==> src/rtl/reg_cmd_sequencer.sv <==
// Command sequencer for the 4-bit shift/count register block.
// Define REG_CMD_SAT_EN to make INC/DEC saturate instead of wrap.
module reg_cmd_sequencer #(
    parameter int WIDTH = 4,
    parameter int CNT_W = 2
) (
    input  logic             clk,
    input  logic             rst,
    input  logic             cmd_valid,
    output logic             cmd_ready,
    input  logic [2:0]       cmd_op,
    input  logic [WIDTH-1:0] cmd_data,
    input  logic [CNT_W-1:0] cmd_cnt,
    input  logic [WIDTH-1:0] reg_out,
    output logic             cl,
    output logic             ld,
    output logic             inc,
    output logic             dec,
    output logic             sr,
    output logic             ir,
    output logic             sl,
    output logic             il,
    output logic [WIDTH-1:0] reg_in,
    output logic             rsp_valid,
    input  logic             rsp_ready,
    output logic [WIDTH-1:0] rsp_data
);

    localparam logic [2:0] OP_NOP = 3'b000;
    localparam logic [2:0] OP_CLR = 3'b001;
    localparam logic [2:0] OP_LD  = 3'b010;
    localparam logic [2:0] OP_INC = 3'b011;
    localparam logic [2:0] OP_DEC = 3'b100;
    localparam logic [2:0] OP_SHR = 3'b101;
    localparam logic [2:0] OP_SHL = 3'b110;
    localparam logic [2:0] OP_ROR = 3'b111;

    typedef enum logic [1:0] {
        IDLE,
        EXEC,
        SETTLE,
        RESP
    } state_t;

    state_t           state;
    state_t           state_nx;
    logic [2:0]       op_q;
    logic [WIDTH-1:0] data_q;
    logic [CNT_W-1:0] cnt_q;
    logic [WIDTH-1:0] rsp_q;
    logic             sat_hi;
    logic             sat_lo;

`ifdef REG_CMD_SAT_EN
    assign sat_hi = &reg_out;
    assign sat_lo = ~|reg_out;
`else
    assign sat_hi = 1'b0;
    assign sat_lo = 1'b0;
`endif

    always_ff @(posedge clk or posedge rst) begin
        if (rst) begin
            state <= IDLE;
        end else begin
            state <= state_nx;
        end
    end

    always_ff @(posedge clk or posedge rst) begin
        if (rst) begin
            op_q   <= OP_NOP;
            data_q <= '0;
            cnt_q  <= '0;
            rsp_q  <= '0;
        end else begin
            unique case (state)
                IDLE: begin
                    if (cmd_valid) begin
                        op_q   <= cmd_op;
                        data_q <= cmd_data;
                        cnt_q  <= cmd_cnt;
                    end
                end
                EXEC: begin
                    if (cnt_q != '0) begin
                        cnt_q <= cnt_q - CNT_W'(1);
                    end
                end
                SETTLE: begin
                    rsp_q <= reg_out;
                end
                RESP: begin
                end
            endcase
        end
    end

    always_comb begin
        state_nx = state;
        unique case (state)
            IDLE: begin
                if (cmd_valid) begin
                    state_nx = EXEC;
                end
            end
            EXEC: begin
                if (cnt_q == '0) begin
                    state_nx = SETTLE;
                end
            end
            SETTLE: begin
                state_nx = RESP;
            end
            RESP: begin
                if (rsp_ready) begin
                    state_nx = IDLE;
                end
            end
        endcase
    end

    // Pulses come straight from state so reset drops them at once.
    always_comb begin
        cl        = 1'b0;
        ld        = 1'b0;
        inc       = 1'b0;
        dec       = 1'b0;
        sr        = 1'b0;
        ir        = 1'b0;
        sl        = 1'b0;
        il        = 1'b0;
        cmd_ready = (state == IDLE);
        rsp_valid = (state == RESP);
        if (state == EXEC) begin
            unique case (op_q)
                OP_NOP: begin
                end
                OP_CLR: begin
                    cl = 1'b1;
                end
                OP_LD: begin
                    ld = 1'b1;
                end
                OP_INC: begin
                    inc = ~sat_hi;
                end
                OP_DEC: begin
                    dec = ~sat_lo;
                end
                OP_SHR: begin
                    sr = 1'b1;
                    ir = data_q[0];
                end
                OP_SHL: begin
                    sl = 1'b1;
                    il = data_q[0];
                end
                OP_ROR: begin
                    sr = 1'b1;
                    ir = reg_out[0];
                end
            endcase
        end
    end

    assign reg_in   = data_q;
    assign rsp_data = rsp_q;

endmodule

==> config.mk <==
export PLATFORM = sky130hd
export DESIGN_NAME = reg_cmd_sequencer
export DESIGN_NICKNAME = d
export VERILOG_FILES = /design/src/rtl/reg_cmd_sequencer.sv
export SDC_FILE = /design/constraint.sdc
export NUM_CORES = 1
export LEC_CHECK = 0
export ABC_AREA = 1
export CAP_MARGIN = 25
export CORE_MARGIN = 3
export CORE_UTILIZATION = 47
export CTS_BUF_LIST = sky130_fd_sc_hd__clkbuf_8
export CTS_CLUSTER_DIAMETER = 150
export CTS_CLUSTER_SIZE = 8
export DETAILED_ROUTE_END_ITERATION = 12
export MAX_ROUTING_LAYER = met4
export PLACE_DENSITY = 0.95
export REMOVE_ABC_BUFFERS = 1
export SYNTH_ARGS = -nofsm -noshare
export SYNTH_HDL_FRONTEND = slang
export SYNTH_SLANG_ARGS = --single-unit
==> constraint.sdc <==
create_clock -name clk -period 4.4 [get_ports clk]
set_clock_uncertainty 0.05 [all_clocks]
set_input_delay 1.1 -clock clk [delete_from_list [all_inputs] [get_ports clk]]
set_output_delay 1.1 -clock clk [all_outputs]
set_load 0.05 [all_outputs]
==> impl_results.md, run 1 <==
- Final net count: 171
- Wirelength, routed: 2140 um
- RSZ-0062 raised after global routing: false
- Length of routed wiring on met1: 812 um
- Post-CTS sizing: 0
- Area of the multi-input gates: 397 um^2
- MaxCap Viol Count: 0
- Setup TNS: 0 ps
- Routed wl met3: 141 um
- Unique masters post-synth: 16
- Hold_buf cts: 0
- IO Port Bufs: 34
- Metal2 WL: 1140 um
- Root Buffer: clkbuf_8
- Worst path cell trace: clkdlybuf4s50_1 > nand3_1 > a21oi_1 > clkdlybuf4s50_1
- Synth-to-Final Area Change: 48.4%
- R2r setup slk: 2810 ps
- Post-synthesis sequential area ratio: 0.448
- Crit path top cell by count: clkdlybuf4s50_1
- Synth Area in XOR/XNOR: 0
- Reg2Reg Depth: 6
- Largest family of logic cells by synthesized area: simple AND/OR/NAND/NOR gates
- CTS max path bufs: 2
- Status: finished clean
- Clock-pin slew on the worst setup and hold paths: 60 ps
- Maximum clock frequency: 267 MHz
- Slew Limit Fails: 0
- Core area: 1590 um^2
- Critical path class: primary input to output port
- Post-CTS Setup Bufs: 0
- Total track usage: 0.223
- DR vias/cell: 4.82
- Via Count: 824
- Total Power: 997 uW
- Max H-tree Level: 1
- Antenna violations before repair: 0
- Hpwl dp: 1660 um
- Syn Inst Count: 111
- Largest net degree at the start of global routing: 16
- Critical path peak fanout: 2
- Starting Density: 0.526
- Crit-path max cell delay: 810 ps
- Total area of sequential cells: 375 um^2
- WL per Instance: 12.5 um
- Most common cell after layout, fill and taps aside: nand2_1
- Synth Warn #: 0
- Synth Area in Compound Gates: 0.0179
- Final Hold Vio Count: 0
- FF-to-FF Start: state[0]
- Hold Crit Class: flip-flop to flip-flop
- DRC viols: 0
- Crit start category: primary input
- Hold path startpoint: reg_in[3]
- Post-synth EDFFs: 0
- Worst r2r dst: cnt_q[0]
- Avg Synthesized Cell Area: 7.55 um^2
- Post-synth ARST share: 1.00
- Max VDD drop: 0.559 mV
- Fillers: 110
- Drt pass-1 iters: 4
- Hold path depth: 2
- Arr. time, crit path: 2600 ps
- Via count of the first global-routing pass: 839
- Most common flop cell mapped by yosys: dfrtp_1
- Number of synthesized register bits: 15
- Io pins: 35
- Antenna fix cells: 0
- Setup-failing EPs final: 0
- Power Density: 802 nW/um^2
- # rows: 14
- Layout cells sized above 1: 0.0544
- Most frequent cells in the layout: nand2_1 (46), clkdlybuf4s50_1 (34), inv_1 (15), dfrtp_1 (15), nand3_1 (11)
- Crit-path slowest cell: clkdlybuf4s50_1
- Die Y: 48.2 um
- Fin crit share: 0.853
- Mux share of post-synthesis cell area: 0
- Clock latency on the worst-skew pair: 240 ps
- Pleak: 0.000635 uW
- Design Area, Final: 1240 um^2
- Max transition margin: 0.626
- Synth Cell Area: 838 um^2
- Worst hold path endpoint: reg_in[3]
- Worst Tran Pin Value: 560 ps
- Top Layer Used: met4
- Adder-cell share of the synthesized area: 0.0896
- CTS sink cnt: 15
- Die Area: 2330 um^2
- TritonCTS clock tree: built
- Worst Path Required: 3250 ps
- GPL Wtd Cong: 0.766
- Grt ovf: 0
- CP endpoint kind: output port
- Final core utilization: 0.780
- Final Critical Period: 3750 ps
- Post-Synth Simple-Gate Area: 0.366
- DRT iter0 DRCs: 12
- Placed cell area: 1200 um^2
- Die width: 48.2 um
- Cts bufs inserted: 3
- ANT nets after route: 0
- First-pass GRT wire length: 3460 um
metal layers:
metal  global-route usage  up-vias
met5                    -        -
met4                0.108        0
met3               0.0480        4
met2                0.404       35
met1                0.221      370
li1                     -      415
area by class of cell:
| cell class | count | share of cell area |
|---|---|---|
| clock buffer | 3 | 0.0332 |
| clock inverter | 1 | 0.00302 |
| inverter | 15 | 0.0453 |
| multi-input combinational | 79 | 0.319 |
| sequential | 15 | 0.302 |
| tap | 24 | 0.0241 |
| timing repair buffer | 34 | 0.274 |
critical path, delay by kind of cell:
family          cells  cell delay [ps]
simple gates        1               70
compound gates      1              140
buf+inv             2             1290
through the flow:
step | setup WS (ps) | std cells | hold slack (ps)
6_report | 649 | 171 | 420
4_1_cts | 639 | 171 | 424
2_1_floorplan | 1210 | 109 | 399
3_5_place_dp | 650 | 167 | 409
3_3_place_gp | 663 | 167 | 406
5_1_grt | 596 | 171 | 444
sequential cells by signal (all words and copies together), names as in the netlist:
register and count:
reg_in 4, rsp_data 4, op_q 3, cnt_q 2, state 2
worst max-delay path by stage:
stage / startpoint / to / cells past startpoint
2_1_floorplan: state[1] / il / 4
3_3_place_gp: reg_out[0] / ir / 4
3_5_place_dp: reg_out[0] / ir / 4
4_1_cts: reg_out[0] / ir / 4
5_1_grt: reg_out[0] / ir / 4
6_report: reg_out[0] / ir / 4
synthesized netlist by cell type (2+ instances only):
| library cell | number | area share |
|---|---|---|
| nand2_1 | 46 | 0.21 |
| dfrtp_1 | 15 | 0.45 |
| inv_1 | 14 | 0.063 |
| nand3_1 | 11 | 0.066 |
| ha_1 | 6 | 0.090 |
| nor2_1 | 5 | 0.022 |
| a21oi_1 | 3 | 0.018 |
| nand4_1 | 2 | 0.015 |
| nor3_2 | 2 | 0.024 |
cells by family (layout without fill, tap and decap cells):
logic type      after synthesis  count (layout)
simple gates                 70              70
buf+inv                      17              53
flops                        15              15
fa+ha+maj                     6               6
compound gates                3               3
report_power, final:
group / total (uW) / leakage, uW / switching [uW] / internal (uW)
Combinational: 636 / 0.000426 / 428 / 208
Clock: 106 / 0.0000269 / 44.7 / 61.6
Sequential: 255 / 0.000182 / 48.6 / 206
Total: 997 / 0.000635 / 521 / 476
Power figures use the tool's default switching activity.
==> run 2: changes to the inputs <==
CORE_UTILIZATION = 55   (was 47)
DONT_BUFFER_PORTS = 1   (was not set)
PLACE_DENSITY = 0.82   (was 0.95)
==> run 2 against run 1 <==
Compared with the run above:
- sequential cell count did not move
- global-route usage fell by 3.2 points
- die area fell by 13%
- worst setup slack improved by 550 ps
- first-iteration DRC count rose by 25%
- critical path type is now flip-flop to output port
- critical endpoint is now ld
==> impl_results.md, run 2 (synthesis gave the netlist of run 1 again) <==
- Status: finished clean
- Cell count after placement: 126 (-25%)
- Antenna violations before repair: 0 (unchanged)
- Fin crit share: 0.728 (-0.125)
- Critical path class: flip-flop to output port
- Wirelength, routed: 1600 um (-25%)
- Drt pass-1 iters: 4 (unchanged)
- Max VDD drop: 0.530 mV (-5.3%)
- Critical path peak fanout: 6 (+4)
- CP endpoint kind: output port
- RSZ-0062 raised after global routing: false
- WL per Instance: 12.3 um (-1.7%)
- ANT nets after route: 0 (unchanged)
- IO Port Bufs: 0 (-100%)
- Maximum clock frequency: 312 MHz (+17%)
- Via count of the first global-routing pass: 677 (-19%)
- Starting Density: 0.614 (+0.0877)
- Largest net degree at the start of global routing: 16 (unchanged)
- Total track usage: 0.190 (-0.0321)
- Post-CTS Setup Bufs: 0 (unchanged)
- Fillers: 119 (+8.2%)
- DR vias/cell: 5.36 (+11%)
- Fin cells: 130 (-24%)
- Antenna fix cells: 0 (unchanged)
- Final net count: 139 (-19%)
- DRT iter0 DRCs: 15 (+3)
- TritonCTS clock tree: built
- Core area: 1370 um^2 (-14%)
- Hold_buf cts: 0 (unchanged)
- Post-CTS sizing: 0 (unchanged)
- Clock-pin slew on the worst setup and hold paths: 60 ps (about the same)
- Clock latency on the worst-skew pair: 240 ps (about the same)
- Most frequent cells in the layout: nand2_1 (46), inv_1 (15), dfrtp_1 (15)
- Final Critical Period: 3200 ps (-549 ps)
- GPL Wtd Cong: 0.794 (+3.6%)
- Most Used Layer, Global Route: met2
- MaxCap Viol Count: 0 (unchanged)
- Setup TNS: 0 ps (unchanged)
- Hpwl dp: 1240 um (-25%)
- Met2 Track Usage GR: 0.322 (-0.0816)
- Slew Limit Fails: 0 (unchanged)
- CTS sink cnt: 15 (unchanged)
- Layout cells sized above 1: 0.0957 (+0.0412)
- Hold Crit Class: flip-flop to flip-flop
- # rows: 13 (-1)
- Power Density: 946 nW/um^2 (+18%)
- CTS max path bufs: 2 (unchanged)
- First-pass GRT wire length: 2710 um (-22%)
- Met3 Track Usage GR: 0.0518 (+0.00382)
- Io pins: 35 (unchanged)
- Die Y: 45.0 um (-6.6%)
- Most common cell after layout, fill and taps aside: nand2_1
- Root Buffer: clkbuf_8
- Cts bufs inserted: 3 (unchanged)
- Crit start category: flip-flop
- Grt ovf: 0 (unchanged)
- Max transition margin: 0.411 (-0.215)
- Final Hold Vio Count: 0 (unchanged)
- Worst Tran Pin Value: 880 ps (+320 ps)
- Setup-failing EPs final: 0 (unchanged)
- DRC viols: 0 (unchanged)
- Arr. time, crit path: 2050 ps (-550 ps)
- Synth-to-Final Area Change: 8.81%
- Via Count: 697 (-15%)
- Total area of sequential cells: 375 um^2 (unchanged)
- Max H-tree Level: 1 (unchanged)
- Area of the multi-input gates: 402 um^2 (+1.3%)
- Pleak: 0.000520 uW (-18%)
- Die Area: 2030 um^2 (-13%)
- Met1 Use GR: 0.213 (-0.00803)
- Worst Path Required: 3250 ps (about the same)
- Die width: 45.0 um (-6.6%)
[run 2: cell types whose count changed in the layout (fill, tap and decap cells not counted)]
cell | previous run | this run
buf_4 | 0 | 2
nor3b_2 | 0 | 1
nor3b_1 | 1 | 0
clkdlybuf4s50_1 | 34 | 0
[run 2: area by class of cell]
cell class	instances	area share
multi-input combinational	79	0.440
sequential	15	0.412
timing repair buffer	2	0.0165
clock inverter	1	0.00412
inverter	15	0.0617
clock buffer	3	0.0453
tap	15	0.0206
[run 2: path summary, 6_finish.rpt]
path | cells past startpoint | to | slack [ps] | start
worst max register to register | 6 | cnt_q[1] | 2430 | state[0]
max in group asynchronous | 1 | op_q[2] | 3200 | rst
worst min register to register | 2 | cnt_q[1] | 430 | cnt_q[1]
min in group asynchronous | 1 | rsp_data[1] | 740 | rst
worst min-delay path | 2 | cnt_q[1] | 430 | cnt_q[1]
worst max-delay path | 5 | ld | 1200 | state[1]
[run 2: power breakdown]
part           internal [uW]  leakage [uW]  switching (uW)
logic                    110      0.000310             264
clock network           61.7     0.0000269            46.3
registers                204      0.000182             177
[run 2: per-layer routing]
metal	part of all wire	wire [um]	vias to the layer above
li1	-	-	354
met1	0.42	672	310
met2	0.49	780	29
met3	0.072	115	4
met4	0.016	26	0
met5	0	0	-
[run 2: metrics by stage]
step,setup WS (ps),hold slack (ps),util,area [um^2],total power (uW)
global route,1090,472,0.668,912,939
floorplan,1210,399,-,828,690
detailed placement,1460,424,0.635,867,758
global placement,1510,416,0.635,867,744
CTS,1190,439,0.668,912,867
finish,1200,432,0.668,912,863
[run 2: worst max-delay path: stages, from the launching register on]
cell and delay, ps:
dfrtp_1 410, inv_1 110, ha_1 280, inv_2 90, or2_4 250, nor2_1 670
==> run 3: changes to the inputs <==
PLACE_DENSITY = 0.85   (was 0.82)
clock period = 2.8 ns   (was 4.4 ns; I/O delays follow)
==> run 3 against run 2 <==
Compared with the run above:
- register-to-register slack worse by 1600 ps
- count of clock-buffer cells in the layout unchanged
- wire length is 23% higher
- clock power rose by 57%
- die area is the same
- worst setup slack worse by 900 ps
- first-iteration DRC count increased by 27%
- final area grew 5.8%
- critical path depth increased by 1
- combinational power is 73% higher
- utilization increased by 3.8 points
- largest cell class unchanged
==> impl_results.md, run 3 (synthesis gave the netlist of run 1 again) <==
- Most frequent cells in the layout: nand2_1 (46), inv_1 (15), dfrtp_1 (15)
- Core area: 1370 um^2 (unchanged)
- WL per Instance: 14.4 um (+17%)
- Via count of the first global-routing pass: 775 (+14%)
- Hold Crit Class: primary input to async pin
- Cell count after placement: 133 (+5.6%)
- Crit-path slowest cell: dfrtp_1
- Final Critical Period: 2500 ps
- RSZ-0062 raised after global routing: false
- Largest net degree at the start of global routing: 16 (unchanged)
- Layout cells sized above 1: 0.148 (+0.0519)
- Pleak: 0.000557 uW (+7.2%)
- Synth-to-Final Area Change: 15.1%
- Root Buffer: clkbuf_8
- Cts bufs inserted: 3 (unchanged)
- DR vias/cell: 5.55 (+3.6%)
- CP endpoint kind: output port
- IO Port Bufs: 0 (unchanged)
- CTS max path bufs: 2 (unchanged)
- Final net count: 146 (+5.0%)
- Fillers: 115 (-3.4%)
- Post-Place Worst Slack: 568 ps (-896 ps)
- Antenna violations before repair: 0 (unchanged)
- Wirelength, routed: 1970 um (+23%)
- MaxCap Viol Count: 0 (unchanged)
- Total area of sequential cells: 375 um^2 (unchanged)
- Maximum clock frequency: 399 MHz
- Design Area, Final: 965 um^2 (+5.8%)
- Critical path class: flip-flop to output port
- Final Hold Vio Count: 0 (unchanged)
- Worst path cell trace: inv_1 > ha_1 > inv_2 > or2_4 > nor3_2 > buf_4
- Placed cell area: 920 um^2 (+6.1%)
- Setup-failing EPs final: 0 (unchanged)
- CTS sink cnt: 15 (unchanged)
- Post-CTS Setup Bufs: 0 (unchanged)
- Starting Density: 0.614 (unchanged)
- Hpwl dp: 1580 um (+27%)
- Status: finished clean
- Arr. time, crit path: 1750 ps (-300 ps)
- Hold_buf cts: 0 (unchanged)
- Die Area: 2030 um^2 (unchanged)
- # rows: 13 (unchanged)
- Total Power: 1420 uW (+65%)
- Clock-pin slew on the worst setup and hold paths: 60 ps (about the same)
- Fin cells: 137 (+5.4%)
- ANT nets after route: 0 (unchanged)
- Critical path peak fanout: 6 (unchanged)
- Io pins: 35 (unchanged)
- Max VDD drop: 0.732 mV (+38%)
- Most common cell after layout, fill and taps aside: nand2_1
- First-pass GRT wire length: 3190 um (+18%)
- Crit-path max cell delay: 410 ps (-260 ps)
- Total track usage: 0.226 (+0.0352)
- Die width: 45.0 um (unchanged)
- Max H-tree Level: 1 (unchanged)
- DRT iter0 DRCs: 19 (+4)
- Crit start category: flip-flop
- DRC viols: 0 (unchanged)
- Die Y: 45.0 um (unchanged)
- Max transition margin: 0.495 (+0.0845)
- Worst Tran Pin Value: 757 ps (-123 ps)
- Grt ovf: 0 (unchanged)
- Power Density: 1470 nW/um^2 (+56%)
- Slew Limit Fails: 0 (unchanged)
- Antenna fix cells: 0 (unchanged)
- Worst Path Required: 2050 ps (-1200 ps)
- Setup TNS: 0 ps (unchanged)
- Area of the multi-input gates: 402 um^2 (unchanged)
- Via Count: 761 (+9.2%)
- GPL Wtd Cong: 0.850 (+7.0%)
- Setup WS post-layout: 296 ps (-901 ps)
- Post-CTS sizing: 0 (unchanged)
- Fin crit share: 0.894
- Clock latency on the worst-skew pair: 250 ps (about the same)
- Drt pass-1 iters: 4 (unchanged)
- TritonCTS clock tree: built
run 3: final cells by class:
class / count / area share
inverters: 15 / 0.0584
clock inverters: 1 / 0.00389
multi-input cells: 79 / 0.416
well taps: 15 / 0.0195
clock buffers: 3 / 0.0428
flip-flops and latches: 15 / 0.389
repair buffers: 9 / 0.0700
run 3: where the power goes:
part / internal [uW] / total [uW] / leakage (uW) / switching (uW)
combinational: 201 / 646 / 0.000348 / 445
sequential: 320 / 604 / 0.000182 / 283
clock: 97.1 / 170 / 0.0000269 / 72.9
run 3: metrics by stage:
stage	hold WS (ps)	util
global route	363	0.706
floorplan	399	-
global placement	415	0.673
finish	342	0.706
CTS	353	0.706
detailed placement	418	0.673
run 3: layer usage:
layer	up-vias	wire length [um]	GRT usage
met5	-	0	-
li1	366	-	-
met4	0	38	0.140
met3	4	199	0.0717
met2	45	1010	0.370
met1	346	721	0.231
run 3: critical path, delay by kind of cell (launching register included):
kind / cells / cell delay, ps
adders and majority gates: 1 / 290
DFF: 1 / 410
and+or+nand+nor: 2 / 380
buffers and inverters: 3 / 420
run 3: worst paths after layout:
path | startpoint | end | slack [ps] | cells after the start
max | state[1] | inc | 300 | 6
min | rst | rsp_data[3] | 340 | 1
max reg2reg | state[0] | state[0] | 870 | 6
min reg2reg | cnt_q[1] | cnt_q[1] | 430 | 2
max in group asynchronous | rst | op_q[2] | 1980 | 1
min in group clk | cnt_q[1] | cnt_q[1] | 430 | 2
